$ cat src/rtl/gmii_tx_arbiter_if.sv
`default_nettype none
// ============================================================================
// Module  : gmii_tx_arbiter_if
// Brief   : Frame-source side and arbitrated GMII side of the TX arbiter.
// Revision: 1.0
// ============================================================================
interface gmii_tx_arbiter_if #(
    parameter int N = 3
);
    logic [N-1:0]   req;
    logic [N-1:0]   gnt;
    logic [N-1:0]   src_tx_en;
    logic [8*N-1:0] src_txd;
    logic           gmii_tx_en;
    logic [7:0]     gmii_txd;

    // Sources and the MAC-side consumer together form the master view.
    modport master (
        output req, src_tx_en, src_txd,
        input  gnt, gmii_tx_en, gmii_txd
    );

    modport slave (
        input  req, src_tx_en, src_txd,
        output gnt, gmii_tx_en, gmii_txd
    );
endinterface
`default_nettype wire

$ cat src/rtl/gmii_tx_arbiter.sv
`default_nettype none
// ============================================================================
// Module  : gmii_tx_arbiter
// Brief   : Round-robin GMII TX arbiter, one frame per grant, with IFG,
//           start timeout, oversize truncation and link-loss abort.
// Revision: 1.0
// ============================================================================
module gmii_tx_arbiter #(
    parameter int N        = 3,
    parameter int IFG      = 12,
    parameter int START_TO = 64,
    parameter int MAX_LEN  = 1526
) (
    input  wire logic         clk,
    input  wire logic         rst,
    input  wire logic         link,
    input  wire logic         eth_10_100m_en,
    gmii_tx_arbiter_if.slave  bus,
    output logic              busy,
    output logic              err_timeout,
    output logic              err_oversize
);

    localparam int          c_PTR_W    = $clog2(N);
    localparam logic [15:0] c_IFG_1G   = 16'(IFG);
    localparam logic [15:0] c_IFG_SLOW = 16'(2 * IFG);
    localparam logic [15:0] c_TO_LAST  = 16'(START_TO - 1);
    localparam logic [15:0] c_MAX_LEN  = 16'(MAX_LEN);

    typedef enum logic [2:0] {
        S_IDLE  = 3'd0,
        S_GRANT = 3'd1,
        S_SEND  = 3'd2,
        S_DRAIN = 3'd3,
        S_GAP   = 3'd4
    } state_t;

    state_t               r_state;
    logic [N-1:0]         r_gnt;
    logic [c_PTR_W-1:0]   r_sel;
    logic [c_PTR_W-1:0]   r_rr_ptr;
    logic                 r_tx_en;
    logic [7:0]           r_txd;
    logic [15:0]          r_wait_cnt;
    logic [15:0]          r_byte_cnt;
    logic [15:0]          r_gap_cnt;
    logic [15:0]          r_ifg_eff;
    logic                 r_err_timeout;
    logic                 r_err_oversize;

    logic [c_PTR_W-1:0]   w_sel;
    logic [c_PTR_W-1:0]   w_cand;
    logic                 w_found;
    logic                 w_src_en;
    logic [7:0]           w_src_d;
    logic [15:0]          w_ifg_eff;

    function automatic logic [15:0] f_sat_inc(input logic [15:0] v);
        return (v == 16'hFFFF) ? v : v + 16'd1;
    endfunction

    // First requester at or after the round-robin pointer, wrapping mod N.
    always_comb begin
        w_sel   = '0;
        w_cand  = '0;
        w_found = 1'b0;
        for (int k = 0; k < N; k++) begin
            if (int'(r_rr_ptr) + k >= N)
                w_cand = c_PTR_W'(int'(r_rr_ptr) + k - N);
            else
                w_cand = c_PTR_W'(int'(r_rr_ptr) + k);
            if (!w_found && bus.req[w_cand]) begin
                w_found = 1'b1;
                w_sel   = w_cand;
            end
        end
    end

    assign w_src_en  = bus.src_tx_en[r_sel];
    assign w_src_d   = bus.src_txd[{r_sel, 3'b000} +: 8];
    assign w_ifg_eff = eth_10_100m_en ? c_IFG_SLOW : c_IFG_1G;

    always_ff @(posedge clk) begin
        if (rst) begin
            r_state        <= S_IDLE;
            r_gnt          <= '0;
            r_sel          <= '0;
            r_rr_ptr       <= '0;
            r_tx_en        <= 1'b0;
            r_txd          <= 8'd0;
            r_wait_cnt     <= 16'd0;
            r_byte_cnt     <= 16'd0;
            r_gap_cnt      <= 16'd0;
            r_ifg_eff      <= 16'd0;
            r_err_timeout  <= 1'b0;
            r_err_oversize <= 1'b0;
        end else begin
            r_err_timeout  <= 1'b0;
            r_err_oversize <= 1'b0;
            r_tx_en        <= 1'b0;
            r_txd          <= 8'd0;
            if (!link) begin
                // Link loss cuts any frame silently and overrides every other event.
                r_state <= S_IDLE;
                r_gnt   <= '0;
            end else begin
                case (r_state)
                    S_IDLE: begin
                        if (w_found) begin
                            r_gnt      <= N'(1) << w_sel;
                            r_sel      <= w_sel;
                            r_rr_ptr   <= (w_sel == c_PTR_W'(N - 1)) ? '0 : w_sel + 1'b1;
                            r_wait_cnt <= 16'd0;
                            r_state    <= S_GRANT;
                        end
                    end
                    S_GRANT: begin
                        if (w_src_en) begin
                            r_tx_en    <= 1'b1;
                            r_txd      <= w_src_d;
                            r_byte_cnt <= 16'd1;
                            r_state    <= S_SEND;
                        end else if (!bus.req[r_sel]) begin
                            r_gnt   <= '0;
                            r_state <= S_IDLE;
                        end else if (r_wait_cnt == c_TO_LAST) begin
                            r_err_timeout <= 1'b1;
                            r_gnt         <= '0;
                            r_gap_cnt     <= 16'd0;
                            r_ifg_eff     <= w_ifg_eff;
                            r_state       <= S_GAP;
                        end else begin
                            r_wait_cnt <= f_sat_inc(r_wait_cnt);
                        end
                    end
                    S_SEND: begin
                        if (!w_src_en) begin
                            r_gnt     <= '0;
                            r_gap_cnt <= 16'd0;
                            r_ifg_eff <= w_ifg_eff;
                            r_state   <= S_GAP;
                        end else if (r_byte_cnt == c_MAX_LEN) begin
                            r_err_oversize <= 1'b1;
                            r_state        <= S_DRAIN;
                        end else begin
                            r_tx_en    <= 1'b1;
                            r_txd      <= w_src_d;
                            r_byte_cnt <= f_sat_inc(r_byte_cnt);
                        end
                    end
                    S_DRAIN: begin
                        // Grant is kept so the source still sees its frame as active.
                        if (!w_src_en) begin
                            r_gnt     <= '0;
                            r_gap_cnt <= 16'd0;
                            r_ifg_eff <= w_ifg_eff;
                            r_state   <= S_GAP;
                        end
                    end
                    S_GAP: begin
                        if (r_gap_cnt == r_ifg_eff - 16'd1)
                            r_state <= S_IDLE;
                        else
                            r_gap_cnt <= f_sat_inc(r_gap_cnt);
                    end
                    default: begin
                        r_gnt   <= '0;
                        r_state <= S_IDLE;
                    end
                endcase
            end
        end
    end

    assign bus.gnt        = r_gnt;
    assign bus.gmii_tx_en = r_tx_en;
    assign bus.gmii_txd   = r_txd;
    assign busy           = (r_state != S_IDLE);
    assign err_timeout    = r_err_timeout;
    assign err_oversize   = r_err_oversize;

endmodule
`default_nettype wire

$ cat src/flat_wrapper.sv
// flat-port wrapper written by rule: the top's interface ports become plain ports
module gmii_tx_arbiter_flat 
#(
    parameter int N        = 3,
    parameter int IFG      = 12,
    parameter int START_TO = 64,
    parameter int MAX_LEN  = 1526
)
  (clk, rst, link, eth_10_100m_en, busy, err_timeout, err_oversize, bus_req, bus_src_tx_en, bus_src_txd, bus_gnt, bus_gmii_tx_en, bus_gmii_txd);
  gmii_tx_arbiter_if #(.N(N)) bus_i ();
  input  wire logic clk;
  input  wire logic rst;
  input  wire logic link;
  input  wire logic eth_10_100m_en;
  output logic busy;
  output logic err_timeout;
  output logic err_oversize;
  input wire logic [$bits(bus_i.req)-1:0] bus_req;
  input wire logic [$bits(bus_i.src_tx_en)-1:0] bus_src_tx_en;
  input wire logic [$bits(bus_i.src_txd)-1:0] bus_src_txd;
  output wire logic [$bits(bus_i.gnt)-1:0] bus_gnt;
  output wire logic [$bits(bus_i.gmii_tx_en)-1:0] bus_gmii_tx_en;
  output wire logic [$bits(bus_i.gmii_txd)-1:0] bus_gmii_txd;
  assign bus_i.req = bus_req;
  assign bus_i.src_tx_en = bus_src_tx_en;
  assign bus_i.src_txd = bus_src_txd;
  assign bus_gnt = bus_i.gnt;
  assign bus_gmii_tx_en = bus_i.gmii_tx_en;
  assign bus_gmii_txd = bus_i.gmii_txd;
  gmii_tx_arbiter #(.N(N), .IFG(IFG), .START_TO(START_TO), .MAX_LEN(MAX_LEN)) u_core (.clk(clk), .rst(rst), .link(link), .eth_10_100m_en(eth_10_100m_en), .bus(bus_i), .busy(busy), .err_timeout(err_timeout), .err_oversize(err_oversize));
endmodule
$ cat config.mk
export PLATFORM = sky130hd
export DESIGN_NAME = gmii_tx_arbiter_flat
export DESIGN_NICKNAME = d
export VERILOG_FILES = /design/src/rtl/gmii_tx_arbiter_if.sv /design/src/rtl/gmii_tx_arbiter.sv /design/src/flat_wrapper.sv
export SDC_FILE = /design/constraint.sdc
export NUM_CORES = 1
export LEC_CHECK = 0
export CORE_UTILIZATION = 40
export DETAILED_ROUTE_END_ITERATION = 6
export GPL_TIMING_DRIVEN = 0
export PLACE_DENSITY_LB_ADDON = 0.1
export SLEW_MARGIN = 15
export SYNTH_ARGS = -nofsm -noshare
export SYNTH_HDL_FRONTEND = slang
export SYNTH_SLANG_ARGS = --single-unit
$ cat constraint.sdc
create_clock -name clk -period 6.2 [get_ports clk]
set_input_delay 1.24 -clock clk [delete_from_list [all_inputs] [get_ports clk]]
set_output_delay 1.24 -clock clk [all_outputs]
set_load 0.03 [all_outputs]
-- After elaboration in Yosys (flattened, before gate mapping)
Index checks and enable logic that the tools add are counted.
- add/sub/neg operators: 10
- $lt $le $gt $ge: 7
- equal/unequal tests: 29
- shift-type cells: 2
- muxes and demuxes: 69
- bitwise operators: 6
- reduce and logical (&&, ||, !) cells: 21
- operators by type and width (operator ; number):
    $mux 16 ; 19
    $pmux 16 s2 ; 3
    $add 16x1->16 const B ; 3
    $eq 16x16->1 const B ; 3
    $pmux 16 s3 ; 1
    $mux 3 ; 13
    $mux 8 ; 3
    $shiftx 24x6->8 ; 1
    $ne 2x2->1 const B ; 9
    $eq 16x11->1 const B ; 1
    $eq 16x16->1 ; 1
    $eq 16x6->1 const B ; 1
    $pmux 8 s2 ; 1
    $sub 16x1->16 const B ; 1
    $pmux 3 s5 ; 1
    $mux 2 ; 7
    $mux 1 ; 13
    $lt 2x3->1 const B ; 4
    $ne 2x1->1 const B ; 6
    $pmux 3 s4 ; 1
    $reduce_and 6->1 ; 2
    $bmux 1 s2 ; 5
    $reduce_and 5->1 ; 2
    $reduce_and 8->1 ; 1
    27 further kinds ; 42
- register bits: 85
- input bits: 34
- output and inout port bits: 15
- logic and storage cells: 156

-- Logic depth before layout (Yosys ltp)
- depth after elaboration: 14
- mapped depth: 10
- gate-level depth less buffers: 9

-- Least setup slack after synthesis
No wires, ideal clock.
- path kind: input to register
- start point: input bus_req[1]
- end point: register u_core.r_wait_cnt[13]
- library setup time: 0.132 ns
- arrival time: 2.811 ns
- slack: 3.257 ns
- stages on the path: 8
- path buffers: 2
- path through: o32ai_1 a221oi_2 a21oi_1 or2_2 clkbuf_1 clkbuf_1 o41ai_1 a21oi_1
- word-level cells in the longest chain between the ends: 11
- RTL lines (element ; RTL line ; source):
    start, declared ; flat_wrapper.sv:18 ; input wire logic [$bits(bus_i.req)-1:0] bus_req;
    $bmux 1 s2 ; gmii_tx_arbiter.sv:72 ; if (!w_found && bus.req[w_cand]) begin
    $mux 1 (implied by the code) ; gmii_tx_arbiter.sv:72 ;
    $mux 1 ; gmii_tx_arbiter.sv:72 ;
    $logic_not 1->1 ; gmii_tx_arbiter.sv:72 ;
    $logic_and 1x1->1 ; gmii_tx_arbiter.sv:72 ;
    $mux 1 ; gmii_tx_arbiter.sv:72 ;
    $logic_not 1->1 ; gmii_tx_arbiter.sv:72 ;
    $logic_and 1x1->1 ; gmii_tx_arbiter.sv:72 ;
    $mux 1 ; gmii_tx_arbiter.sv:72 ;
    $ne 2x1->1 (no line) ; - ;
    $reduce_and 7->1 (no line) * ; - ;
    end signal, assigned ; gmii_tx_arbiter.sv:133 ; r_wait_cnt <= f_sat_inc(r_wait_cnt);
    end, declared ; gmii_tx_arbiter.sv:44 ; logic [15:0] r_wait_cnt;
Every way passes the cells marked *; elsewhere a longest branch is shown, timed or not. The select of a mux whose other input is x is not followed.
A chain may end at the register's enable or synchronous reset.

-- Worst setup path after layout
Same ends and word-level chain as after synthesis.

==> results.toml <==
[status]
status = "completed"

[yosys]
synth_top_area_cell = "dfxtp_1"
ys_warn_count = 0
synth_top_family_by_area = "simple AND/OR/NAND/NOR gates"
synth_mux_area_frac = 0.0415
synth_top_area_share = 0.349
syn-cell-area_um2 = 4130
yosys.area_share.xor_xnor = 0.0233
synth_top_cells_by_count = "dfxtp_1 (72), nor2_1 (48), nand3_1 (28), nand2_1 (26), a21oi_1 (25)"
seq_area_frac_synth = 0.349
synth_edf_count = 0
syn_inst = 495
synth-simple-area-share = 0.296
synth_compound_area_frac = 0.222
yosys_register_bits = 72
synth-adder-area-share = 0.0267
synth_cell_types = 66
synth_top_flop_cell = "dfxtp_1"
avgSynthCellArea_um2 = 8.34
synth.most_common_cell = "dfxtp_1"
ys_async_sr_fraction = 0
yosys-top-cells-area = "dfxtp_1 (35%), nor2_1 (4.4%), mux2i_1 (3.9%)"
synth_nets = 537

[power]
swShare = 0.303
combPwrFrac = 0.190
p_per_area_nw_per_um2 = 204
sequentialPowerShare = 0.473
internal-power_mw = 0.703
p_clk_frac = 0.336
leakage_nw = 1.80
netSwitchingPower_mw = 0.305
ir_drop_v = 0.0000853

[routing]
via_per_inst = 5.86
drt_iter0_drc = 179
vias = 4045
drc = 0
ant_nets = 0
routed_wl_um = 10700
wl_per_cell_um = 15.5
dr.pass1.iters = 5

[final_layout]
stdcell_area_um2 = 4930
fin_cells = 690
final_nets = 594
multi_input_area_um2 = 2520
drive_gt1_frac = 0.0575
antennaDiodeCount = 0
area_growth_pct = 19.4
seq_area_um2 = 1440
fillers = 962

[global_routing]
grt_overflow = 0
track_usage = 0.201
antenna_found_initial = 0
grt_max_degree = 13
grt_pass1_vias = 3700
grt_pass1_wl_um = 17800

[clock_network]
clk_latency_ns = 0.36
cts_sinks = 72
cts_root_buf = "clkbuf_8"
cts_tree = "built"
clockBufferDepth = 2
cts_hold_buf = 0
clkTransAtPathRegs_ns = 0.08
htreeDepth = 3
post_cts_resized = 0
post-cts-setup-buffers = 0
numCtsBuffers = 9

[placed_design]
hpwlAfterDp_um = 7670
place.gp.congestion = 0.872
dp_cells = 674
place_area_um2 = 4760
port_buffers = 46
pre_cts_ws_ns = 2.25

[sta]
rsz0062_at_grt = "no"
tightest_slew_ns = 1.04
hold_viol = 0
maxSlewHeadroom = 0.303
setup_ws_ns = 2.59
fin_crit_ns = 3.61
tns_ns = 0
min_period_over_period = 0.583
finalSetupViolCount = 0
slew_viol_final = 0
finalClockSkew_ns = 0.0101
fmax_mhz = 277

[critical_path]
endpoint_kind = "flop"
path_max_fanout = 10
startpoint_type = "input pin"
critPathArrivalTime_ns = 3.84
worstPathRequired_ns = 6.43
critPathKind = "in -> reg"

[die]
die_x_um = 104
die_area_um2 = 10700
start_util = 0.417
rows = 36
core_um2 = 9910
io_pins = 49
die-height_um = 104

[flow_run]
maxCapViolations = 0

[hold_path]
hold_class = "reg -> reg"
==> cells by family (layout without fill, tap and decap cells) <==
group / count (synthesis) / in the layout
adder cells (fa/ha/maj): 9 / 9
AO/OA/AOI/OAI: 123 / 123
multiplexers: 17 / 17
flip-flops: 72 / 72
buffers and inverters: 41 / 103
XOR/XNOR: 11 / 11
AND/OR/NAND/NOR: 222 / 222
==> state kept, by name (all words and copies together), names as in the netlist, 2 cells and up <==
| register | cells |
|---|---|
| u_core.r_byte_cnt | 16 |
| u_core.r_gap_cnt | 16 |
| u_core.r_wait_cnt | 16 |
| u_core.bus.gmii_txd | 8 |
| u_core.bus.gnt | 3 |
| u_core.r_ifg_eff | 3 |
| u_core.r_state | 3 |
| u_core.r_rr_ptr | 2 |
| u_core.r_sel | 2 |
==> critical path, cell delays in order <==
cell and delay [ns]:
clkdlybuf4s50_1 0.59, o32ai_1 0.14, a221oi_2 0.40, a21oi_1 0.21, or2_2 0.33, clkbuf_1 0.17, clkbuf_1 0.27, o41ai_1 0.39
a21oi_1 0.10
==> through the flow <==
stage	hold slack [ns]	power, mW	utilization
2_1_floorplan	0.464	0.614	-
3_3_place_gp	0.486	0.676	0.480
6_report	0.503	1.01	0.497
4_1_cts	0.507	1.02	0.497
3_5_place_dp	0.488	0.678	0.480
5_1_grt	0.537	1.06	0.497
==> per-layer routing <==
metal,part of all wire,GRT usage,vias up
li1,-,-,2001
met1,0.48,0.270,1921
met2,0.45,0.312,109
met3,0.050,0.0371,14
met4,0.011,0.0911,0
met5,0,0,-
==> layout by cell type, fill, tap and decap left out, types with 4 or more instances in the layout <==
master and instances:
ha_1 8, nor2b_1 6, or4_1 12, nor3_1 14, a32o_1 4, o31ai_1 15, nand3_1 28, nor4_1 9
xnor2_1 4, a211oi_1 4, and3_1 17, mux2i_1 16, nor2_1 48, and2_1 10, a21oi_1 25, o211ai_1 12
a211o_1 5, nand2_1 26, o21ai_0 10, and4_1 8, or2_2 6, nand4_1 20, inv_1 17, clkdlybuf4s50_1 46
clkbuf_8 10, o21a_1 8, dfxtp_1 72, xor2_1 7, a21o_1 10, clkbuf_1 20
==> area by class of cell <==
type                    count  share of cell area
multi-input cells         382               0.511
flip-flops and latches     72               0.292
repair buffers             46              0.0934
well taps                 133              0.0338
clock buffers              11              0.0287
plain buffers              24              0.0216
inverters                  17              0.0129
clock inverters             5             0.00660
==> path summary, 6_finish.rpt <==
check | start | end | slack, ns | cells after the start
max reg2reg | u_core.r_wait_cnt[0]$_SDFFE_PP0P_ | u_core.r_wait_cnt[1]$_SDFFE_PP0P_ | 3.20 | 9
min reg2reg | u_core.bus.gnt[0]$_SDFFE_PP0P_ | u_core.bus.gnt[0]$_SDFFE_PP0P_ | 0.50 | 1
min | u_core.bus.gnt[0]$_SDFFE_PP0P_ | u_core.bus.gnt[0]$_SDFFE_PP0P_ | 0.50 | 1
max | bus_req[1] | u_core.r_wait_cnt[13]$_SDFFE_PP0P_ | 2.59 | 9
==> power groups by stage <==
stage | Clock [mW] | Sequential (mW) | Combinational (mW)
after floorplan | 0 | 0.491 | 0.122
after global placement | 0 | 0.488 | 0.189
after detailed placement | 0 | 0.488 | 0.190
after CTS | 0.351 | 0.477 | 0.191
after global routing | 0.371 | 0.478 | 0.211
final | 0.339 | 0.477 | 0.192
(Power assumes the default switching activity.)
